===== src/rtl/captura_pkg.sv =====
// Shared definitions for the frame-capture sequencer.
// Latency: n/a (types, constants and helpers only).
// Backpressure: n/a.
// Contents: default geometry constants, FSM state encodings, saturating increment.
package captura_pkg;

  localparam int CAP_ADDR_W         = 15;
  localparam int CAP_MAX_ADDR       = 19199;   // 160x120 downsampled frame, last word
  localparam int CAP_RAW_LINES      = 480;     // HREF rising edges in a full VGA frame
  localparam int CAP_TIMEOUT_CYCLES = 2000000;
  localparam int LINE_W             = 10;
  localparam int WD_W               = 21;

  localparam logic [1:0] ST_IDLE    = 2'd0;
  localparam logic [1:0] ST_ARM     = 2'd1;
  localparam logic [1:0] ST_CAPTURE = 2'd2;
  localparam logic [1:0] ST_DONE    = 2'd3;

  // Increment that sticks at all-ones instead of wrapping.
  function automatic logic [LINE_W-1:0] sat_inc(input logic [LINE_W-1:0] v);
    return (&v) ? v : v + LINE_W'(1);
  endfunction

endpackage


===== src/rtl/captura_if.sv =====
// Write path between the downsampler, the capture sequencer and the frame-buffer RAM.
// Latency: n/a (wires only); wr_out is a combinational gate of wr_in.
// Backpressure: none; the RAM always accepts a write.
// master: downsampler side (drives wr_in/addr_in, sees wr_out).
// slave : sequencer side (sees wr_in/addr_in, drives wr_out).
interface captura_if
  import captura_pkg::*;
#(
  parameter int ADDR_W = CAP_ADDR_W
) ();

  logic              wr_in;
  logic [ADDR_W-1:0] addr_in;
  logic              wr_out;

  modport master (output wr_in, output addr_in, input wr_out);
  modport slave  (input wr_in, input addr_in, output wr_out);

endinterface


===== src/rtl/captura_edge_det.sv =====
// Registers an asynchronous camera strobe once and flags its edges.
// Latency: rise/fall are valid one cycle after the pin changes.
// Backpressure: none.
// Ports: clk, rst (sync, active-high), din (raw pin) -> rise, fall (1-cycle pulses).
module captura_edge_det (
  input  logic clk,
  input  logic rst,
  input  logic din,
  output logic rise,
  output logic fall
);

  logic cur_q, cur_d;
  logic prev_q, prev_d;

  always_comb begin
    cur_d  = din;
    prev_d = cur_q;
  end

  // Both stages reset low so a pin that is high out of reset shows up as a
  // rise (harmless to the sequencer) and never as a fall.
  always_ff @(posedge clk) begin
    if (rst) begin
      cur_q  <= 1'b0;
      prev_q <= 1'b0;
    end else begin
      cur_q  <= cur_d;
      prev_q <= prev_d;
    end
  end

  assign rise = cur_q & ~prev_q;
  assign fall = ~cur_q & prev_q;

endmodule


===== src/rtl/captura_control.sv =====
// Frame-capture sequencer: arms on start, gates RAM writes to one VSYNC-bounded frame.
// Latency: write gating is combinational (0 cycles); VSYNC/HREF edges act 2 cycles after the pin.
// Backpressure: none; writes outside an active frame or beyond MAX_ADDR are dropped.
// Ports: PCLK, rst (sync, active-high), VSYNC, HREF, start, continuous, abort,
//        wr_if (slave: wr_in/addr_in in, wr_out out), cap_en, busy, frame_done,
//        frame_ok, overflow, line_cnt[9:0]; plus timeout when CAPTURA_TIMEOUT_EN is defined.
// Optional watchdog: define CAPTURA_TIMEOUT_EN to add the TIMEOUT_CYCLES parameter and timeout port.
module captura_control
  import captura_pkg::*;
#(
  parameter int ADDR_W    = CAP_ADDR_W,
  parameter int MAX_ADDR  = CAP_MAX_ADDR,
  parameter int RAW_LINES = CAP_RAW_LINES
`ifdef CAPTURA_TIMEOUT_EN
  , parameter int TIMEOUT_CYCLES = CAP_TIMEOUT_CYCLES
`endif
) (
  input  logic              PCLK,
  input  logic              rst,
  input  logic              VSYNC,
  input  logic              HREF,
  input  logic              start,
  input  logic              continuous,
  input  logic              abort,
  captura_if.slave          wr_if,
  output logic              cap_en,
  output logic              busy,
  output logic              frame_done,
  output logic              frame_ok,
  output logic              overflow,
  output logic [LINE_W-1:0] line_cnt
`ifdef CAPTURA_TIMEOUT_EN
  , output logic            timeout
`endif
);

  logic vs_rise, vs_fall, href_rise;
  logic href_fall_unused;

  captura_edge_det u_vs_edge (
    .clk  (PCLK),
    .rst  (rst),
    .din  (VSYNC),
    .rise (vs_rise),
    .fall (vs_fall)
  );

  captura_edge_det u_href_edge (
    .clk  (PCLK),
    .rst  (rst),
    .din  (HREF),
    .rise (href_rise),
    .fall (href_fall_unused)
  );

  logic [1:0]        state_q, state_d;
  logic [LINE_W-1:0] line_cnt_q, line_cnt_d;
  logic              overflow_q, overflow_d;
  logic              frame_ok_q, frame_ok_d;
`ifdef CAPTURA_TIMEOUT_EN
  logic [WD_W-1:0]   wd_q, wd_d;
  logic              timeout_q, timeout_d;
`endif

  logic in_cap;
  logic addr_legal;

  assign in_cap     = (state_q == ST_CAPTURE);
  assign addr_legal = (wr_if.addr_in <= ADDR_W'(MAX_ADDR));

  // rst gates the strobe directly so no write escapes in the cycle reset is
  // first seen, before state_q has had a chance to return to IDLE.
  assign wr_if.wr_out = wr_if.wr_in && in_cap && addr_legal && !rst;

  always_comb begin
    state_d    = state_q;
    line_cnt_d = line_cnt_q;
    overflow_d = overflow_q;
    frame_ok_d = frame_ok_q;
`ifdef CAPTURA_TIMEOUT_EN
    timeout_d  = timeout_q;
    wd_d       = wd_q;
`endif

    if (in_cap && wr_if.wr_in && !addr_legal) begin
      overflow_d = 1'b1;
    end

    if (in_cap && href_rise) begin
      line_cnt_d = sat_inc(line_cnt_q);
    end

    case (state_q)
      ST_IDLE:    if (start)   state_d = ST_ARM;
      ST_ARM:     if (vs_fall) state_d = ST_CAPTURE;
      ST_CAPTURE: begin
        if (vs_rise) begin
          state_d    = ST_DONE;
          // overflow_d so a bad write in the closing cycle still spoils the frame
          frame_ok_d = (line_cnt_q == LINE_W'(RAW_LINES)) && !overflow_d;
        end
      end
      default:    state_d = continuous ? ST_ARM : ST_IDLE;
    endcase

`ifdef CAPTURA_TIMEOUT_EN
    if ((state_q == ST_ARM || state_q == ST_CAPTURE) &&
        wd_q == WD_W'(TIMEOUT_CYCLES - 1)) begin
      state_d    = ST_IDLE;
      timeout_d  = 1'b1;
      frame_ok_d = frame_ok_q;
    end
`endif

    // abort overrides every transition, including a frame that is closing now
    if (abort) begin
      state_d    = ST_IDLE;
      frame_ok_d = frame_ok_q;
    end

    // Fresh frame statistics on every entry to ARM (from IDLE or a re-arm).
    if (state_d == ST_ARM && state_q != ST_ARM) begin
      line_cnt_d = '0;
      overflow_d = 1'b0;
`ifdef CAPTURA_TIMEOUT_EN
      timeout_d  = 1'b0;
`endif
    end

`ifdef CAPTURA_TIMEOUT_EN
    if (state_d != state_q || !(state_d == ST_ARM || state_d == ST_CAPTURE)) begin
      wd_d = '0;
    end else begin
      wd_d = wd_q + WD_W'(1);
    end
`endif
  end

  always_ff @(posedge PCLK) begin
    if (rst) begin
      state_q    <= ST_IDLE;
      line_cnt_q <= '0;
      overflow_q <= 1'b0;
      frame_ok_q <= 1'b0;
`ifdef CAPTURA_TIMEOUT_EN
      wd_q       <= '0;
      timeout_q  <= 1'b0;
`endif
    end else begin
      state_q    <= state_d;
      line_cnt_q <= line_cnt_d;
      overflow_q <= overflow_d;
      frame_ok_q <= frame_ok_d;
`ifdef CAPTURA_TIMEOUT_EN
      wd_q       <= wd_d;
      timeout_q  <= timeout_d;
`endif
    end
  end

  assign busy       = (state_q != ST_IDLE);
  assign cap_en     = (state_q == ST_ARM) || (state_q == ST_CAPTURE);
  assign frame_done = (state_q == ST_DONE);
  assign frame_ok   = frame_ok_q;
  assign overflow   = overflow_q;
  assign line_cnt   = line_cnt_q;
`ifdef CAPTURA_TIMEOUT_EN
  assign timeout    = timeout_q;
`endif

endmodule

===== src/flat_wrapper.sv =====
// flat-port wrapper written by rule: the top's interface ports become plain ports
module captura_control_flat import captura_pkg::*;
#(
  parameter int ADDR_W    = CAP_ADDR_W,
  parameter int MAX_ADDR  = CAP_MAX_ADDR,
  parameter int RAW_LINES = CAP_RAW_LINES

)
  (PCLK, rst, VSYNC, HREF, start, continuous, abort, cap_en, busy, frame_done, frame_ok, overflow, line_cnt, wr_if_wr_in, wr_if_addr_in, wr_if_wr_out);
  captura_if #(.ADDR_W(ADDR_W)) wr_if_i ();
  input  logic PCLK;
  input  logic rst;
  input  logic VSYNC;
  input  logic HREF;
  input  logic start;
  input  logic continuous;
  input  logic abort;
  output logic cap_en;
  output logic busy;
  output logic frame_done;
  output logic frame_ok;
  output logic overflow;
  output logic [LINE_W-1:0] line_cnt;
  input wire logic [$bits(wr_if_i.wr_in)-1:0] wr_if_wr_in;
  input wire logic [$bits(wr_if_i.addr_in)-1:0] wr_if_addr_in;
  output wire logic [$bits(wr_if_i.wr_out)-1:0] wr_if_wr_out;
  assign wr_if_i.wr_in = wr_if_wr_in;
  assign wr_if_i.addr_in = wr_if_addr_in;
  assign wr_if_wr_out = wr_if_i.wr_out;
  captura_control #(.ADDR_W(ADDR_W), .MAX_ADDR(MAX_ADDR), .RAW_LINES(RAW_LINES)) u_core (.PCLK(PCLK), .rst(rst), .VSYNC(VSYNC), .HREF(HREF), .start(start), .continuous(continuous), .abort(abort), .wr_if(wr_if_i), .cap_en(cap_en), .busy(busy), .frame_done(frame_done), .frame_ok(frame_ok), .overflow(overflow), .line_cnt(line_cnt));
endmodule

===== config.mk =====
export PLATFORM = sky130hd
export DESIGN_NAME = captura_control_flat
export DESIGN_NICKNAME = d
export VERILOG_FILES = /design/src/rtl/captura_pkg.sv /design/src/rtl/captura_if.sv /design/src/rtl/captura_edge_det.sv /design/src/rtl/captura_control.sv /design/src/flat_wrapper.sv
export SDC_FILE = /design/constraint.sdc
export NUM_CORES = 1
export LEC_CHECK = 0
export CAP_MARGIN = 15
export CORE_ASPECT_RATIO = 0.6
export CORE_MARGIN = 1
export CORE_UTILIZATION = 25
export CTS_BUF_LIST = sky130_fd_sc_hd__clkbuf_8
export DETAILED_ROUTE_END_ITERATION = 10
export DONT_BUFFER_PORTS = 1
export RECOVER_POWER = 25
export SYNTH_ARGS = -nofsm -noshare
export SYNTH_HDL_FRONTEND = slang
export SYNTH_SLANG_ARGS = --single-unit

===== constraint.sdc =====
create_clock -name PCLK -period 5.15 [get_ports PCLK]
set_input_delay 0.7725 -clock PCLK [delete_from_list [all_inputs] [get_ports PCLK]]
set_output_delay 0.7725 -clock PCLK [all_outputs]
set_load 0.05 [all_outputs]

After elaboration in Yosys (flattened, before gate mapping)
Cells that the tools add are included.
{"block": "op_classes", "n_addsub": 1, "order_cmp": 1, "n_eq_ne": 6, "mux": 7, "bitwise_logic": 8, "reduce_logical": 17}
{"cell": "15-bit <= comparator, second input constant", "count": 1}
{"cell": "10-bit by 1-bit adder with 10-bit output, second input constant", "count": 1}
{"cell": "10-bit by 9-bit equality test with 1-bit output, second input constant", "count": 1}
{"cell": "10-bit AND reduction", "count": 1}
{"cell": "2-bit two-way mux", "count": 4}
{"cell": "1-bit logical AND", "count": 7}
{"cell": "2-bit case mux with 3 select lines", "count": 1}
{"cell": "1-bit NOT", "count": 5}
{"cell": "2-bit by 1-bit equality test with 1-bit output, second input constant", "count": 2}
{"cell": "2-bit equality test, second input constant", "count": 2}
{"cell": "1-bit bitwise AND", "count": 3}
{"cell": "1-bit logical NOT", "count": 3}
{"cell": "3-bit AND reduction", "count": 1}
{"cell": "2-bit logical NOT", "count": 1}
{"cell": "1-bit two-way mux", "count": 2}
{"cell": "2-bit by 1-bit != test with 1-bit output, second input constant", "count": 1}
{"cell": "2-bit AND reduction", "count": 1}
{"cell": "2-bit nonzero test", "count": 1}
{"cell": "2-bit OR reduction", "count": 1}
{"cell": "1-bit logical OR", "count": 1}
{"block": "word_totals", "register_bits": 18, "in_bits": 23, "output_inout_bits": 16, "wordCells": 48}

Longest topological paths before layout
Gate-level depths: netlist of the first run.
{"block": "logic_depth", "ltp_word": 8, "ltp_mapped": 7, "mapped_depth_nobuf": 6}

Modules after synthesis
Synthesis of the first run repeated with hierarchy kept, for this count alone.
{"block": "unflattened", "cells_unflattened": 113, "hier_area_um2": 1018.5}
{"mod": "captura_control", "n_inst": 1, "cells_each": 101, "area_each_um2": 888.4, "seq_area_each_um2": 280.3}
{"mod": "captura_edge_det", "n_inst": 2, "cells_each": 6, "area_each_um2": 65.1, "seq_area_each_um2": 40.0}

Worst setup path after synthesis of the first run
OpenSTA, ideal clock, no wires.
{"block": "synth_timing", "kind": "input to output", "from": "input wr_if_addr_in[9]", "to": "output wr_if_wr_out", "arrival_time_ps": 2442, "required_ps": 4378, "slack_ps": 1935, "stages": 3, "n_path_buf": 0, "cell_sequence": "a21o_1 > a211o_1 > a211oi_1"}
{"block": "synth_between", "elab_chain_cells": 3}
{"item": "from (decl)", "line": "flat_wrapper.sv:25", "text": "input wire logic [$bits(wr_if_i.addr_in)-1:0] wr_if_addr_in;"}
{"item": "15-bit <= comparator", "line": "captura_control.sv:69", "text": "assign addr_legal = (wr_if.addr_in <= ADDR_W'(MAX_ADDR));"}
{"item": "1-bit logical AND (2 in series)", "line": "captura_control.sv:73", "text": "assign wr_if.wr_out = wr_if.wr_in && in_cap && addr_legal && !rst;"}
{"item": "to (decl)", "line": "flat_wrapper.sv:26", "text": "output wire logic [$bits(wr_if_i.wr_out)-1:0] wr_if_wr_out;"}
Every way passes these cells.

Worst setup path after layout of the first run
Same ends and word-level chain as after synthesis.

==> flow_summary.yaml, run 1 <==
logic_synthesis:
  seq_area_frac_synth: 0.3664
  synthCells: 106
  synth_edf_count: 0
  dominantRegCellSynth: "dfxtp_1"
  synthMuxAreaShare: 0.01018
  synthXorXnorAreaFrac: 0.02672
  avgSynthCellArea_sq_um: 9.278
  syn_nets: 135
  synth_seq_cells: 18
  synth-adder-area-share: 0.07634
  yosys.area_share.simple: 0.2468
  ys_async_sr_fraction: 0
  ys_warn_count: 0
  syn-cell-area_sq_um: 983.4
  synth.distinct_cells: 38
  synth-compound-area-share: 0.2239
  synth_top_family_by_area: "simple AND/OR/NAND/NOR gates"
finish:
  final_common_cell: "dfxtp_1"
  area_growth_syn_to_layout_pct: 8.270
  utilization: 0.2861
  final_cell_mix: "dfxtp_1 (18), nor2_1 (8), inv_1 (7)"
  drive_gt1_frac: 0.08333
  nets: 138
  final_cell_count_no_fill: 155
  fill_cells: 378
  n_antenna_cell: 0
  design_area_sq_um: 1065
detailed_routing:
  top_layer: "met4"
  routedWlPerCell_um: 14.30
  drt_drc_violations_left: 0
  via_count: 800
  routed_wl_mm: 2.216
  met1_length_mm: 1.062
  dr_wl_met2_um: 965
  drt.antenna.violating_nets: 0
  wl_met3_um: 155
  drt_first_iter_violations: 35
  viasPerCell: 5.161
  dr.pass1.iters: 5
sta:
  worstMarginPinSlew_ps: 1058
  slew_violations: 0
  period_minus_slack_ps: 2781
  hold_viol_final: 0
  setup_violations: 0
  fmax_mhz: 359.6
  rsz0062_at_grt: "no"
  maxSlewHeadroom: 0.2872
  setup_slack_ps: 2369
  fin_crit_sh: 0.5400
  holdWs_ps: 465.2
  tns_ps: 0
  clock-skew-final_ps: 0.8037
critical_path:
  cp_cell_sequence: "a21o_1 -> a211o_1 -> a211oi_2"
  r2r-start: "u_core.state_q[0]"
  crit_type: "in -> out"
  cp_slowest_stage_delay_ps: 770
  end_kind: "output pin"
  cp.required_ps: 4380
  r2r_end: "u_core.line_cnt[1]"
  arrival_ps: 2010
  r2r_cells: 6
  cp_top_family: "compound AO/OA/AOI/OAI gates"
  path_max_fanout: 2
  rrSetupSlack_ps: 2710
  start_kind: "input pin"
  path_buf_inv: 0
  crit_slowest_cell: "a211oi_2"
power:
  power_density_nw_per_um2: 256.3
  peakVddDrop_uv: 65.07
  power_leakage_nw: 0.3668
  power_mw: 0.2730
cts:
  post_cts.repair.setup_buffers: 0
  ctsHoldBuffers: 0
  cts_resized: 0
  clock_latency_ps: 250
  clockRootBuffer: "clkbuf_8"
  path_clk_slew_ps: 70
  cts_sinks: 18
  cts_buffers: 3
  h-tree-depth: 1
  tritoncts: "built"
  clockBufferDepth: 2
worst_hold_path:
  worstHoldStart: "u_core.u_vs_edge.cur_q"
  hold_depth: 2
  min_path_type: "reg -> reg"
  min_to: "u_core.u_vs_edge.prev_q"
global_routing:
  grt_pass1_vias: 776
  grt_pass1_wl_mm: 3.719
  grt_usage: 0.1150
  antenna_found_initial: 0
  overflow: 0
  grt_max_degree: 12
die:
  io_pins: 39
  die-height_um: 50.58
  row_count: 17
  fp.dieW_um: 82.97
  dieArea_sq_um: 4197
  core_area_sq_um: 3722
  initial_core_util: 0.2642
status:
  status: "completed"
run:
  cap_violations: 0
place:
  pre_cts_slack_ps: 2372
  dp_cells: 151
  gp_congestion: 0.9066
  postPlaceCellArea_sq_um: 1025
  numPortBuffers: 0
  dp_hpwl_mm: 1.676
==> cells by family (layout without fill, tap and decap cells) <==
kind of cell,Yosys count,after routing
xor gates and xnor gates,3,3
AOI/OAI and AO/OA,28,28
and+or+nand+nor,41,41
DFF,18,18
adders and majority gates,6,6
buffers and inverters,9,11
muxes,1,1
==> worst reg2reg max path, cell delays in order, from the launching register on <==
cell and delay (ps):
dfxtp_1 340, inv_1 120, ha_1 340, nand3b_1 180
and3_1 220, o41ai_2 940, nor2_1 130
==> final cells by class <==
| class | instances | area [sq um] | share of cell area |
|---|---|---|---|
| Multi-Input combinational cell | 79 | 564.3 | 0.5300 |
| Sequential cell | 18 | 360.3 | 0.3384 |
| Tap cell | 47 | 58.81 | 0.05523 |
| Clock buffer | 4 | 55.05 | 0.05170 |
| Inverter | 7 | 26.28 | 0.02468 |
==> synth_stat cells, types with 3 or more instances <==
master | n | area share
a211oi_1 | 3 | 0.023
a21oi_1 | 5 | 0.025
and2_1 | 3 | 0.019
dfxtp_1 | 18 | 0.37
ha_1 | 6 | 0.076
inv_1 | 7 | 0.027
nand2_1 | 6 | 0.023
nor2_1 | 8 | 0.031
nor2b_1 | 6 | 0.038
o21ai_0 | 4 | 0.020
o31ai_1 | 4 | 0.031
or4_1 | 3 | 0.023
==> state kept, by name, summed over array words and instances, names as in the netlist <==
signal and flops:
u_core.frame_ok 1, u_core.line_cnt 10, u_core.overflow 1, u_core.state_q 2
u_core.u_href_edge.cur_q 1, u_core.u_href_edge.prev_q 1, u_core.u_vs_edge.cur_q 1, u_core.u_vs_edge.prev_q 1
==> report_power, final <==
group | switching (mW) | internal (mW) | leakage, nW
registers | 0.00127 | 0.141 | 0.146
logic | 0.0106 | 0.00578 | 0.192
clock network | 0.0462 | 0.0679 | 0.0288
==> per-layer routing <==
metal  GRT usage  vias up
met5           0        -
met4     0.05460        0
met3     0.05099        4
met2      0.1680       19
met1      0.1444      378
li1            -      399
==> how the worst max path moves through the flow <==
stage | endpoint | cells past startpoint | startpoint | slack, ps
detailed placement | wr_if_wr_out | 3 | wr_if_addr_in[9] | 2370
floorplan | wr_if_wr_out | 3 | wr_if_addr_in[9] | 1940
global route | wr_if_wr_out | 3 | wr_if_addr_in[9] | 2350
finish | wr_if_wr_out | 3 | wr_if_addr_in[9] | 2370
global placement | wr_if_wr_out | 3 | wr_if_addr_in[9] | 2380
CTS | wr_if_wr_out | 3 | wr_if_addr_in[9] | 2370
No activity file was read; power rests on OpenSTA's default activity.
==> run 2, diff against run 1 <==
==> constraint.sdc (replaced) <==
create_clock -name PCLK -period 2.4 [get_ports PCLK]
set_input_delay 0.36 -clock PCLK [delete_from_list [all_inputs] [get_ports PCLK]]
set_output_delay 0.36 -clock PCLK [all_outputs]
set_load 0.05 [all_outputs]
==> flow_summary.yaml, run 2 (synthesis results as in run 1) <==
status:
  status: "completed"
die:
  die-height_um: 50.58
  initial_core_util: 0.2642
  row_count: 17
  core_area_sq_um: 3722
  dieArea_sq_um: 4197
  fp.dieW_um: 82.97
  io_pins: 39
sta:
  fin_crit_sh: 0.8548
  tns_ps: 0
  hold_viol_final: 0
  clock-skew-final_ps: 2.985
  fmax_mhz: 487.4
  setup_slack_ps: 348.4
  slew_violations: 0
  setup_violations: 0
  rsz0062_at_grt: "no"
  worstMarginPinSlew_ps: 782.4
  period_minus_slack_ps: 2052
  maxSlewHeadroom: 0.4784
global_routing:
  grt_max_degree: 12
  grt_pass1_vias: 795
  grt_pass1_wl_mm: 3.774
  grt_usage: 0.1147
  overflow: 0
  antenna_found_initial: 0
place:
  pre_cts_slack_ps: 377.1
  gp_congestion: 0.8963
  dp_hpwl_mm: 1.844
  numPortBuffers: 0
detailed_routing:
  drt_drc_violations_left: 0
  drt_first_iter_violations: 25
  via_count: 823
  drt.antenna.violating_nets: 0
  routed_wl_mm: 2.340
  dr.pass1.iters: 4
  viasPerCell: 4.928
  routedWlPerCell_um: 14.01
critical_path:
  cp_slowest_stage_delay_ps: 520
  r2r_cells: 6
  cp_top_family: "simple AND/OR/NAND/NOR gates"
  end_kind: "flop"
  crit_type: "reg -> reg"
  cp.required_ps: 2590
  crit_slowest_cell: "or4_1"
  path_max_fanout: 10
  arrival_ps: 2240
  path_depth: 6
  start_kind: "flop"
  path_buf_inv: 1
  cp_cell_sequence: "inv_1 -> ha_1 -> and3b_1 -> o31ai_4 -> or4_1 -> a21oi_1"
power:
  peakVddDrop_uv: 135.0
  power_leakage_nw: 0.4312
  power_density_nw_per_um2: 511.7
  power_mw: 0.5909
run:
  cap_violations: 0
worst_hold_path:
  hold_depth: 1
  min_path_type: "in -> reg"
cts:
  path_clk_slew_ps: 70
  ctsHoldBuffers: 0
  h-tree-depth: 1
  clock_latency_ps: 250
  cts_sinks: 18
  clockBufferDepth: 2
  clockRootBuffer: "clkbuf_8"
  tritoncts: "built"
  cts_resized: 0
  cts_buffers: 3
  post_cts.repair.setup_buffers: 0
finish:
  area_growth_syn_to_layout_pct: 17.43
  n_antenna_cell: 0
  final_cell_mix: "dfxtp_1 (18), nor2_1 (8), buf_4 (8), inv_1 (7)"
  fill_cells: 396
  final_common_cell: "dfxtp_1"
  drive_gt1_frac: 0.1500
  nets: 150
  largest_reg_flops: 10
-- run 2: layer usage --
metal / track usage / vias up / part of all wire
met2: 0.1872 / 21 / 0.45
met5: 0 / - / 0
met3: 0.05263 / 2 / 0.065
li1: - / 419 / -
met1: 0.1329 / 381 / 0.48
met4: 0.04310 / 0 / 0.0081
-- run 2: path summary, 6_finish.rpt --
check | from | endpoint | slack (ps)
worst max-delay path | u_core.state_q[0] | u_core.line_cnt[7] | 350
worst min-delay path | rst | u_core.u_vs_edge.prev_q | 160
worst max register to register | u_core.state_q[0] | u_core.line_cnt[7] | 350
worst min register to register | u_core.u_vs_edge.cur_q | u_core.u_vs_edge.prev_q | 480
-- run 2: metrics by stage --
step                instances  hold WS, ps    util  cell area (sq um)
floorplan                 106        426.7       -              983.4
finish                    167        163.3  0.3103               1155
global route              167        151.3  0.3103               1155
global placement          163        429.1  0.2995               1115
CTS                       167        155.8  0.3143               1170
detailed placement        163        430.5  0.2995               1115
-- run 2: cell type report --
| type | count | area [sq um] | area share |
|---|---|---|---|
| multi-input cells | 79 | 579.3 | 0.5016 |
| flip-flops and latches | 18 | 360.3 | 0.3120 |
| repair buffers | 12 | 75.07 | 0.06501 |
| well taps | 47 | 58.81 | 0.05092 |
| clock buffers | 4 | 55.05 | 0.04767 |
| inverters | 7 | 26.28 | 0.02275 |
-- run 2: where the power goes --
part / internal (mW) / switching, mW / total, mW
logic: 0.0142 / 0.0232 / 0.0374
registers: 0.303 / 0.00279 / 0.306
clock network: 0.146 / 0.102 / 0.248
total: 0.463 / 0.128 / 0.591
==> RTL change (flow settings as in run 2) <==
The package constant `LINE_W` goes from 10 to 5.
--- a/src/rtl/captura_pkg.sv
+++ b/src/rtl/captura_pkg.sv
@@ -8,7 +8,7 @@
   localparam int CAP_MAX_ADDR       = 19199;   // 160x120 downsampled frame, last word
   localparam int CAP_RAW_LINES      = 480;     // HREF rising edges in a full VGA frame
   localparam int CAP_TIMEOUT_CYCLES = 2000000;
-  localparam int LINE_W             = 10;
+  localparam int LINE_W             = 5;
   localparam int WD_W               = 21;
 
   localparam logic [1:0] ST_IDLE    = 2'd0;
Ports: changed (resized line_cnt); port bits go from 39 to 34. No check against the original RTL was run, so the function may have changed too.
==> RTL change against run 2 <==
Clock skew increased by 0.0011 ns. Cell area fell by 30%. Synthesized cell count decreased by 30%. Worst hold slack improved by 0.019 ns. Routed wire length fell by 37%. Synthesized area is 27% lower. Non-clock buffer count is 8 lower. Global-route usage is 1.0 points lower. Setup slack gained 0.13 ns. First-iteration DRC count fell by 20%. Clock power shrank 25%. Count of clock-buffer cells in the layout is 1 lower. Total power down 25%. Sequential cell count decreased by 5. Critical endpoint is now wr_if_wr_out. Highest routed layer unchanged.
==> RTL change: results (changes against run 2) <==
stage,metric,value,unit,change
critical_path,crit-path max FO,7,,was 10
global_routing,vias in the first global route,564,,was 795
cts,clock transition at the registers of the reported paths,0.05,ns,was 0.07 ns
power_and_ir_drop,Switching Fraction,21.82,%,was 21.68%
placement,detailed placement HPWL,1.136,mm,was 1.844 mm
routing,post-DR wirelength/cell,13.17,um,was 14.01 um
routing,via count,553,,was 823
placement,RePlAce Congestion,0.7666,,was 0.8963
power_and_ir_drop,sequential power share,50.2,%,was 51.7%
yosys,Yosys cell types,34,,was 38
yosys,post-synthesis sequential area ratio,36.49,%,was 36.64%
critical_path,"Largest delay share family, worst path",flip-flops,,was simple AND/OR/NAND/NOR gates
yosys,multiplexer share of the synthesized area,1.404,%,was 1.018%
timing,Max-slew headroom,46.11,%,was 47.84%
yosys,Mapped Avg Cell Area,9.638,um2,was 9.278 um2
critical_path,"Max stage delay cell, worst path",dfxtp_1,,was or4_1
routing,Initial DRC Count,20,,was 25
global_routing,first-pass GRT wire length,2.401,mm,was 3.774 mm
power_and_ir_drop,Leak,0.3430,nW,was 0.4312 nW
yosys,"top cells by area, synth","dfxtp_1, ha_1, nor2_1",,"was dfxtp_1, ha_1, nor2b_1"
power_and_ir_drop,Power Density,548.3,mW/mm2,was 511.7 mW/mm2
status,outcome,finished clean,,unchanged
critical_path,CP max stage delay,0.40,ns,was 0.52 ns
global_routing,Total GRT Usage,10.45,%,was 11.47%
yosys,Post-synth top cells,"dfxtp_1, nor2_1, ha_1, inv_1",,"was dfxtp_1, nor2_1, inv_1"
yosys,Post-Synth Adder-Cell Area,12.28,%,was 7.634%
yosys,Synthesized Nets,104,,was 135
power_and_ir_drop,clock group power,0.185,mW,was 0.248 mW
-- RTL change: through the flow --
| step | instance area [um2] | worst slack [ns] |
|---|---|---|
| floorplan | 713.2 | 0.01081 |
| global placement | 773.2 | 0.5762 |
| detailed placement | 773.2 | 0.5946 |
| CTS | 818.3 | 0.4760 |
| global route | 810.8 | 0.3741 |
| finish | 810.8 | 0.4831 |
-- RTL change: kinds of logic (layout without fill, tap and decap cells) --
group	Yosys count	in the layout
AND/OR/NAND/NOR	25	25
buffers and inverters	9	15
flip-flops	13	13
AO/OA/AOI/OAI	16	16
multiplexers	1	1
adder cells (fa/ha/maj)	7	7
XOR/XNOR	3	3
-- RTL change: area by class of cell --
type | count | share of cell area [%]
multi-input cells | 52 | 51.39
flip-flops and latches | 13 | 32.10
clock buffers | 3 | 5.093
well taps | 32 | 4.938
inverters | 7 | 3.241
repair buffers | 4 | 2.778
clock inverters | 1 | 0.4630
-- RTL change: routing by layer --
layer	vias up	track usage [%]	share of wire, %
met2	22	16.92	46
li1	271	-	-
met3	2	4.419	6.7
met5	-	0	0
met1	258	12.32	46
met4	0	4.800	1.0
-- RTL change: worst register-to-register path, stage by stage (launching register included) --
cell,delay (ns)
dfxtp_1,0.50
and3_1,0.28
ha_1,0.16
and4bb_1,0.43
nand4_4,0.13
xor2_1,0.20
nor2_2,0.04
-- RTL change: path summary, 6_finish.rpt --
path                                          startpoint                   endpoint  slack [ns]  depth (start not counted)
worst max register to register        u_core.line_cnt[3]         u_core.line_cnt[3]        0.56                          6
worst min register to register  u_core.u_href_edge.cur_q  u_core.u_href_edge.prev_q        0.46                          1
worst min-delay path                                 rst    u_core.u_vs_edge.prev_q        0.18                          1
worst max-delay path                   u_core.state_q[1]               wr_if_wr_out        0.48                          4
